==> config.mk <==
export PLATFORM = sky130hd
export DESIGN_NAME = demux_32bit_buf
export DESIGN_NICKNAME = d
export VERILOG_FILES = /design/src/rtl/demux_32bit_buf.sv
export SDC_FILE = /design/constraint.sdc
export NUM_CORES = 1
export LEC_CHECK = 0
export CORE_AREA = 10 10 179 139
export DETAILED_ROUTE_END_ITERATION = 8
export DIE_AREA = 0 0 189 149
export PLACE_DENSITY = 0.7
export SLEW_MARGIN = 10
export SYNTH_ARGS = -nofsm -noshare
export SYNTH_HDL_FRONTEND = slang
export SYNTH_SLANG_ARGS = --single-unit
==> constraint.sdc <==
create_clock -name clk -period 3.8 [get_ports clk]
set_input_delay 0.38 -clock clk [delete_from_list [all_inputs] [get_ports clk]]
set_output_delay 0.38 -clock clk [all_outputs]
set_load 0.01 [all_outputs]
==> src/rtl/demux_32bit_buf.sv <==
// ---------------------------------------------------------------------------
// demux_32bit_buf
//
// Buffered 1-to-2 demultiplexer for 32-bit datapath words. One valid/ready
// input stream is steered word by word to channel A (in_sel=1) or channel B
// (in_sel=0). Each channel owns a 2-entry FIFO so that the shared producer
// is decoupled from two consumers that can stall independently. Each
// channel also keeps a free-running routed-word counter for debug.
//
// Handshake semantics (all interfaces in this file):
//   A transfer happens on a rising clk edge where valid and ready are both
//   high. ready never depends on valid. Once valid is raised the sender
//   holds its payload stable and keeps valid high until the transfer.
//
// Ports:
//   clk       rising-edge clock
//   rst_n     synchronous active-low reset
//   in_data   word to route
//   in_sel    destination: 1 -> channel A, 0 -> channel B
//   in_valid  in_data / in_sel are valid
//   in_ready  selected channel has room this cycle (combinational)
//   a_data    head word of FIFO A (registered)
//   a_valid   FIFO A non-empty
//   a_ready   consumer A takes the head word
//   b_data    head word of FIFO B (registered)
//   b_valid   FIFO B non-empty
//   b_ready   consumer B takes the head word
//   a_count   words pushed into A since reset, wraps at 2^CNT_W
//   b_count   words pushed into B since reset, wraps at 2^CNT_W
// ---------------------------------------------------------------------------

// ---------------------------------------------------------------------------
// demux_32bit_buf_chan
//
// One 2-entry channel FIFO with routed-word counter. The FIFO controller is
// a small state machine whose state encoding is the occupancy itself, so the
// state register doubles as the occupancy count.
//
// Ports:
//   clk, rst_n  clock / synchronous active-low reset
//   push        accept push_data this cycle (caller guarantees room)
//   push_data   word to store
//   pop_ready   consumer takes the head word when valid
//   data        head word, mem[rd_ptr]
//   valid       FIFO non-empty
//   count       number of pushes since reset, wrapping
//   state       occupancy / FSM state (EMPTY=0, ONE=1, FULL=2) for debug
// ---------------------------------------------------------------------------
module demux_32bit_buf_chan #(
  parameter int DW    = 32,
  parameter int CNT_W = 16
) (
  input  logic             clk,
  input  logic             rst_n,
  input  logic             push,
  input  logic [DW-1:0]    push_data,
  input  logic             pop_ready,
  output logic [DW-1:0]    data,
  output logic             valid,
  output logic [CNT_W-1:0] count,
  output logic [1:0]       state
);

  typedef enum logic [1:0] {
    EMPTY = 2'd0,
    ONE   = 2'd1,
    FULL  = 2'd2
  } occ_e;

  occ_e             state_q;
  occ_e             state_d;
  logic             wr_ptr_q;
  logic             rd_ptr_q;
  logic [DW-1:0]    mem_q [2];
  logic [CNT_W-1:0] count_q;
  logic             pop;

  // Pop only when there is a head word to hand out.
  assign pop = valid && pop_ready;

  // Next-state logic. A push into FULL cannot occur: the caller masks push
  // with in_ready, and there is deliberately no pop-then-push bypass.
  always_comb begin
    state_d = state_q;
    case (state_q)
      EMPTY: begin
        if (push) state_d = ONE;
      end
      ONE: begin
        if (push && !pop)      state_d = FULL;
        else if (pop && !push) state_d = EMPTY;
        // push && pop: stays ONE, head moves to the new word
      end
      FULL: begin
        if (pop) state_d = ONE;
      end
      default: state_d = EMPTY;
    endcase
  end

  always_ff @(posedge clk) begin
    if (!rst_n) begin
      state_q <= EMPTY;
    end else begin
      state_q <= state_d;
    end
  end

  // Storage, pointers and counter. Memory is cleared on reset so that the
  // head word reads 0 until a word has been written to that slot.
  always_ff @(posedge clk) begin
    if (!rst_n) begin
      wr_ptr_q <= 1'b0;
      rd_ptr_q <= 1'b0;
      count_q  <= '0;
      for (int i = 0; i < 2; i++) begin
        mem_q[i] <= '0;
      end
    end else begin
      if (push) begin
        mem_q[wr_ptr_q] <= push_data;
        wr_ptr_q        <= ~wr_ptr_q;
        count_q         <= count_q + CNT_W'(1);
      end
      if (pop) begin
        rd_ptr_q <= ~rd_ptr_q;
      end
    end
  end

  assign valid = (state_q != EMPTY);
  assign data  = mem_q[rd_ptr_q];
  assign count = count_q;
  assign state = state_q;

endmodule

module demux_32bit_buf #(
  parameter int DEPTH = 2,
  parameter int CNT_W = 16
) (
  input  logic             clk,
  input  logic             rst_n,
  input  logic [31:0]      in_data,
  input  logic             in_sel,
  input  logic             in_valid,
  output logic             in_ready,
  output logic [31:0]      a_data,
  output logic             a_valid,
  input  logic             a_ready,
  output logic [31:0]      b_data,
  output logic             b_valid,
  input  logic             b_ready,
  output logic [CNT_W-1:0] a_count,
  output logic [CNT_W-1:0] b_count
);

  // The channel FIFO is built for exactly two entries; DEPTH only sets the
  // occupancy limit used by in_ready.
  localparam logic [1:0] DEPTH_L = DEPTH[1:0];

  logic [1:0] a_state;
  logic [1:0] b_state;
  logic       push_a;
  logic       push_b;

  // in_ready looks only at the selected channel, so a stalled channel never
  // blocks words headed for the other one.
  assign in_ready = in_sel ? (a_state < DEPTH_L) : (b_state < DEPTH_L);

  assign push_a = in_valid && in_ready &&  in_sel;
  assign push_b = in_valid && in_ready && !in_sel;

  demux_32bit_buf_chan #(
    .DW    (32),
    .CNT_W (CNT_W)
  ) u_chan_a (
    .clk       (clk),
    .rst_n     (rst_n),
    .push      (push_a),
    .push_data (in_data),
    .pop_ready (a_ready),
    .data      (a_data),
    .valid     (a_valid),
    .count     (a_count),
    .state     (a_state)
  );

  demux_32bit_buf_chan #(
    .DW    (32),
    .CNT_W (CNT_W)
  ) u_chan_b (
    .clk       (clk),
    .rst_n     (rst_n),
    .push      (push_b),
    .push_data (in_data),
    .pop_ready (b_ready),
    .data      (b_data),
    .valid     (b_valid),
    .count     (b_count),
    .state     (b_state)
  );

endmodule

==> results of run 1 <==
==> area by class of cell <==
cell class                 count  area (um2)
clock buffer                  22         518
clock inverter                10        63.8
fill                        1954       11900
inverter                      10        37.5
multi-input combinational    358        2540
sequential                   170        4690
tap                          294         368
timing repair buffer         148        1460
==> cell usage after synthesis <==
| library cell | instances |
|---|---|
| a2111oi_0 | 2 |
| a21oi_1 | 17 |
| and2_1 | 129 |
| and3_1 | 3 |
| and3b_1 | 1 |
| and4b_1 | 1 |
| buf_1 | 7 |
| buf_2 | 2 |
| clkbuf_1 | 21 |
| dfxtp_1 | 42 |
| edfxtp_1 | 128 |
| ha_1 | 2 |
| inv_1 | 10 |
| mux2_2 | 64 |
| mux2i_1 | 1 |
| nand2_1 | 20 |
| nand2b_1 | 2 |
| nand3_1 | 7 |
| nand3b_1 | 3 |
| nand4_1 | 8 |
| nand4b_1 | 1 |
| nand4bb_1 | 1 |
| nor2_1 | 27 |
| nor3_1 | 7 |
| nor3b_2 | 1 |
| nor4_1 | 7 |
| o21a_1 | 2 |
| o21ai_0 | 13 |
| or2_2 | 1 |
| or3_1 | 11 |
| or3b_1 | 1 |
| or4_1 | 2 |
| or4_4 | 1 |
| xnor2_1 | 18 |
| xor2_1 | 5 |
==> critical path, cell delays in order (launching register included) <==
cell	delay, ps
dfxtp_2	930
mux2_2	450
clkdlybuf4s50_1	500
==> state kept, by name (all words and copies together), names as in the netlist, 2 cells and up, named ones only <==
register,count
u_chan_a.state,2
u_chan_b.state,2
u_chan_a.count,16
u_chan_a.mem_q,64
u_chan_b.mem_q,64
u_chan_b.count,16
==> cells by family after synthesis <==
| logic type | after synthesis |
|---|---|
| fa+ha+maj | 2 |
| simple gates | 234 |
| compound gates | 34 |
| xor+xnor | 23 |
| mux | 65 |
| flops | 170 |
| buf+inv | 40 |
==> through the flow <==
stage / std cells / power (mW)
final: 1012 / 4.30
after global routing: 1012 / 4.47
after CTS: 1012 / 4.34
after detailed placement: 980 / 2.67
after global placement: 980 / 2.66
after floorplan: 568 / 2.38
==> metal layers <==
layer	GRT usage	up-vias	share of wire
li1	-	2283	-
met1	0.166	2229	0.48
met2	0.193	132	0.44
met3	0.0472	18	0.076
met4	0.0305	0	0.0096
met5	0	-	0
==> power groups by stage <==
stage / registers [mW] / clock network (mW) / logic [mW]
after floorplan: 2.16 / 0 / 0.227
after global placement: 2.18 / 0 / 0.476
after detailed placement: 2.19 / 0 / 0.479
after CTS: 2.15 / 1.71 / 0.483
after global routing: 2.16 / 1.80 / 0.511
final: 2.14 / 1.68 / 0.471
==> layout by cell type, fill, tap and decap left out, types with 7 or more instances in the layout <==
| cell type | instances |
|---|---|
| a21oi_1 | 17 |
| and2_1 | 129 |
| buf_4 | 11 |
| clkbuf_16 | 20 |
| clkdlybuf4s50_1 | 136 |
| dfxtp_1 | 40 |
| edfxtp_1 | 128 |
| inv_1 | 13 |
| mux2_2 | 64 |
| nand2_1 | 20 |
| nand3_1 | 7 |
| nand4_1 | 8 |
| nor2_1 | 27 |
| nor4_1 | 7 |
| o21ai_0 | 11 |
| or3_1 | 11 |
| xnor2_1 | 18 |
==> final timing paths <==
kind / end / cells past startpoint / start
worst max-delay path: a_data[0] / 2 / flip-flop
worst min-delay path: u_chan_a.count[15] / 2 / u_chan_a.count[15]
worst max register to register: u_chan_b.mem_q[0][7] / 3 / u_chan_b.state[1]
worst min register to register: u_chan_a.count[15] / 2 / u_chan_a.count[15]
==> metrics.cfg, run 1 <==
[yosys]
ys_ff_latch=170
synth_area_leader_cell=edfxtp_1
synth-seq-area-share=0.638
synth_simple_gate_area_share=0.186
synth_fp_nets=608
synth-adder-area-share=0.00341
synth_mux_area_frac=0.0996
synth_warnings=0
yosys-top-cells-area=edfxtp_1, dfxtp_1, and2_1
synth-compound-area-share=0.0249
synth_top_area_share=0.524
synth_xor_area_frac=0.0274
avgSynthCellArea_um2=12.9
synth_top_family_by_area=simple AND/OR/NAND/NOR gates
syn_inst=568
synth_cell_types=35
syn_area_um2=7340

[clock_network]
cts_made_buffers=17
cts_max_level=4
ctsResizeCount=0
cts_hold_buf=0
path_clk_slew_ps=70
cts_tree=built
clkSinkCount=170
clockBufferDepth=2
clkLatencyLatePin_ps=420
cts-root-buf=clkbuf_16
post-cts-setup-buffer-count=0

[final_layout]
layout-drive-gt1-share=0.160
final_core_util=0.448
n_antenna_cell=0
design_area_um2=9680
area_growth_syn_to_layout_pct=31.9
layout.nets=745

[setup_path]
arrival_ps=2320
r2r_slack_ps=1670
cp_max_fo=32
path_class=flip-flop to primary output
cp-end-kind=primary output
start_kind=flip-flop
critPathRequiredTime_ps=3420

[power_and_ir_drop]
p_per_area_nw_per_um2=444
seq_power_share=0.499
power_leakage_nw=3.45
switching_share=0.226
combPwrFrac=0.110
irDropWorstVdd_v=0.000200
pwr-share-clk=0.391
p_int_mw=3.32
power.switching_mw=0.973

[grt]
grt_pass1_vias=4884
grt_max_degree=41
grt_pass1_wl_um=27700
grt_overflow=0
grt_util_all_layers=0.126
antenna_found_initial=0

[sta]
hold_viol=0
tightest_slew_ps=926
skew_ps=12.7
maxSlewViolCount=0
setup_tns_ps=0
post-route-period-util=0.710
holdWs_ps=490
min_period_ps=2700
rsz0062_at_grt=false
setup_ws_ps=1100
maxSlewHeadroom=0.383
setup_violations=0
max_freq_ghz=0.371

[flow_run]
maxCapViolCount=0

[die]
initial_utilization=0.340
io_pins=137
coreArea_um2=21600
die_h_um=149
die_width_um=189
floorplan.die_area_um2=28200
std_cell_rows=47

[status]
status=finished clean

[place]
place_ws_ps=1010
place_congestion=0.808
place_area_um2=9100
port_buffers=136
place_hpwl_um=11900

[worst_hold_path]
min_path_type=flip-flop to flip-flop

[routing]
dr.pass1.iters=4
routed_wirelength_um=17500
drtIter0Drc=218
viasPerCell=4.61
vias=4662
drc=0
post_drt_wl_per_cell_um=17.3
ant_nets=0

Power figures use the tool's default switching activity.
==> run 2, diff against run 1 <==
- PLACE_DENSITY: 0.7 -> 0.68
- clock period: 3.8 -> 2.7 ns (I/O delays scaled with it)
==> run 2 against run 1 <==
Largest cell class unchanged. First-iteration DRC count shrank 9.2%. Critical endpoint is now a_data[23]. Sequential share of layout area fell by 0.55 points. Critical path type unchanged. Clock power is 46% higher.
==> metrics.cfg, run 2 (same netlist as run 1, synthesis figures left out) <==
[status]
status=finished clean

[clock_network]
clkLatencyLatePin_ps=420  ; about the same
cts_made_buffers=17  ; unchanged
cts_hold_buf=0  ; unchanged
ctsResizeCount=0  ; unchanged
cts-root-buf=clkbuf_16
cts_max_level=4  ; unchanged
post-cts-setup-buffer-count=0  ; unchanged
path_clk_slew_ps=70  ; about the same
cts_tree=built
clkSinkCount=170  ; unchanged
clockBufferDepth=2  ; unchanged

[die]
io_pins=137  ; unchanged
coreArea_um2=21600  ; unchanged
initial_utilization=0.340  ; unchanged
die_width_um=189  ; unchanged
std_cell_rows=47  ; unchanged
die_h_um=149  ; unchanged
floorplan.die_area_um2=28200  ; unchanged

[sta]
setup_tns_ps=0  ; unchanged
skew_ps=12.1  ; -0.620 ps
tightest_slew_ps=508  ; -418 ps
min_period_ps=2430
setup_violations=0  ; unchanged
maxSlewHeadroom=0.662  ; +0.279
rsz0062_at_grt=false
post-route-period-util=0.898
max_freq_ghz=0.412
hold_viol=0  ; unchanged
maxSlewViolCount=0  ; unchanged

[setup_path]
rr_startpoint=u_chan_a.count[0]
path_class=flip-flop to primary output
crit_end=a_data[23]
r2r-end=u_chan_a.count[12]
start_kind=flip-flop
ff2ff_path_depth=5  ; +2
critPathRequiredTime_ps=2430  ; -990 ps
r2r_slack_ps=860  ; -810 ps
arrival_ps=2160  ; -160 ps
cp-end-kind=primary output
cp_max_fo=17  ; -47%

[place]
port_buffers=136  ; unchanged
place_congestion=0.804  ; -0.59%
place_hpwl_um=12000  ; +0.95%

[routing]
dr.pass1.iters=4  ; unchanged
drtIter0Drc=198  ; -9.2%
drc=0  ; unchanged
viasPerCell=4.60  ; -0.16%
vias=4705  ; +0.92%
post_drt_wl_per_cell_um=17.4  ; +0.28%
ant_nets=0  ; unchanged
routed_wirelength_um=17800  ; +1.4%

[worst_hold_path]
min_path_type=flip-flop to flip-flop
hold_depth=2  ; unchanged

[final_layout]
area_growth_syn_to_layout_pct=33.4
final_core_util=0.454  ; +0.00516
layout-drive-gt1-share=0.177  ; +0.0170
layout_commonest_cell=clkdlybuf4s50_1
mostFrequentLayoutCells=clkdlybuf4s50_1, and2_1, edfxtp_1
layout.nets=755  ; +1.3%
top_regs=u_chan_a.mem_q: 64 flops, u_chan_b.mem_q: 64 flops

[power_and_ir_drop]
p_per_area_nw_per_um2=629  ; +42%
power_leakage_nw=3.51  ; +1.7%
irDropWorstVdd_v=0.000347  ; +74%

[grt]
grt_pass1_wl_um=27700  ; -0.15%
grt_util_all_layers=0.127  ; +0.000952
grt_max_degree=37  ; -9.8%
antenna_found_initial=0  ; unchanged
grt_pass1_vias=4817  ; -1.4%
grt_overflow=0  ; unchanged

[flow_run]
maxCapViolCount=0  ; unchanged

-- run 2: changes by cell type in the layout (fill, tap and decap cells not counted), moves of 2 or more --
cell / previous run / this run
buf_4: 11 / 21
clkbuf_2: 0 / 4
inv_1: 13 / 10
clkinv_2: 2 / 0
-- run 2: report_power, final --
part	switching (mW)	internal, mW	leakage, nW
sequential	0.0502	2.94	1.68
clock	0.987	1.47	0.307
combinational	0.324	0.380	1.52
-- run 2: final cells by class --
type                            instances  area [um2]
Multi-Input combinational cell        358        2540
Timing Repair Buffer                  158        1540
Sequential cell                       170        4690
Fill cell                            1991       11800
Clock buffer                           27         573
Clock inverter                          5        42.5
Tap cell                              294         368
Inverter                               10        37.5
Antenna cell                            1        2.50
-- run 2: worst max-delay path, stage by stage, from the launching register on --
cell             delay [ps]
dfxtp_2                 650
buf_12                  230
mux2_2                  370
clkdlybuf4s50_1         490
-- run 2: metrics by stage --
stage / hold slack [ps] / total power [mW] / setup slack, ps / cells / cell area [um2]
floorplan: 353 / 3.35 / 170 / 568 / 7340
global placement: 490 / 3.76 / 402 / 990 / 9170
detailed placement: 488 / 3.77 / 385 / 990 / 9170
CTS: 496 / 6.24 / 214 / 1022 / 9790
global route: 520 / 6.39 / 166 / 1022 / 9790
finish: 494 / 6.16 / 275 / 1023 / 9790
-- run 2: layer usage --
| layer | share of wire | vias up | track usage |
|---|---|---|---|
| met5 | 0 | - | 0 |
| met4 | 0.0083 | 0 | 0.0400 |
| met3 | 0.063 | 10 | 0.0435 |
| met2 | 0.44 | 109 | 0.192 |
| met1 | 0.49 | 2279 | 0.169 |
| li1 | - | 2307 | - |
-- run 2: how the worst min path moves through the flow --
stage,startpoint,to,slack [ps]
final,u_chan_a.count[15],u_chan_a.count[15],490
after global routing,b_ready,u_chan_b.state[1],520
after CTS,b_ready,u_chan_b.state[1],500
after detailed placement,u_chan_a.count[15],u_chan_a.count[15],490
after global placement,u_chan_a.count[13],u_chan_a.count[13],490
after floorplan,a_ready,u_chan_a.state[1],350
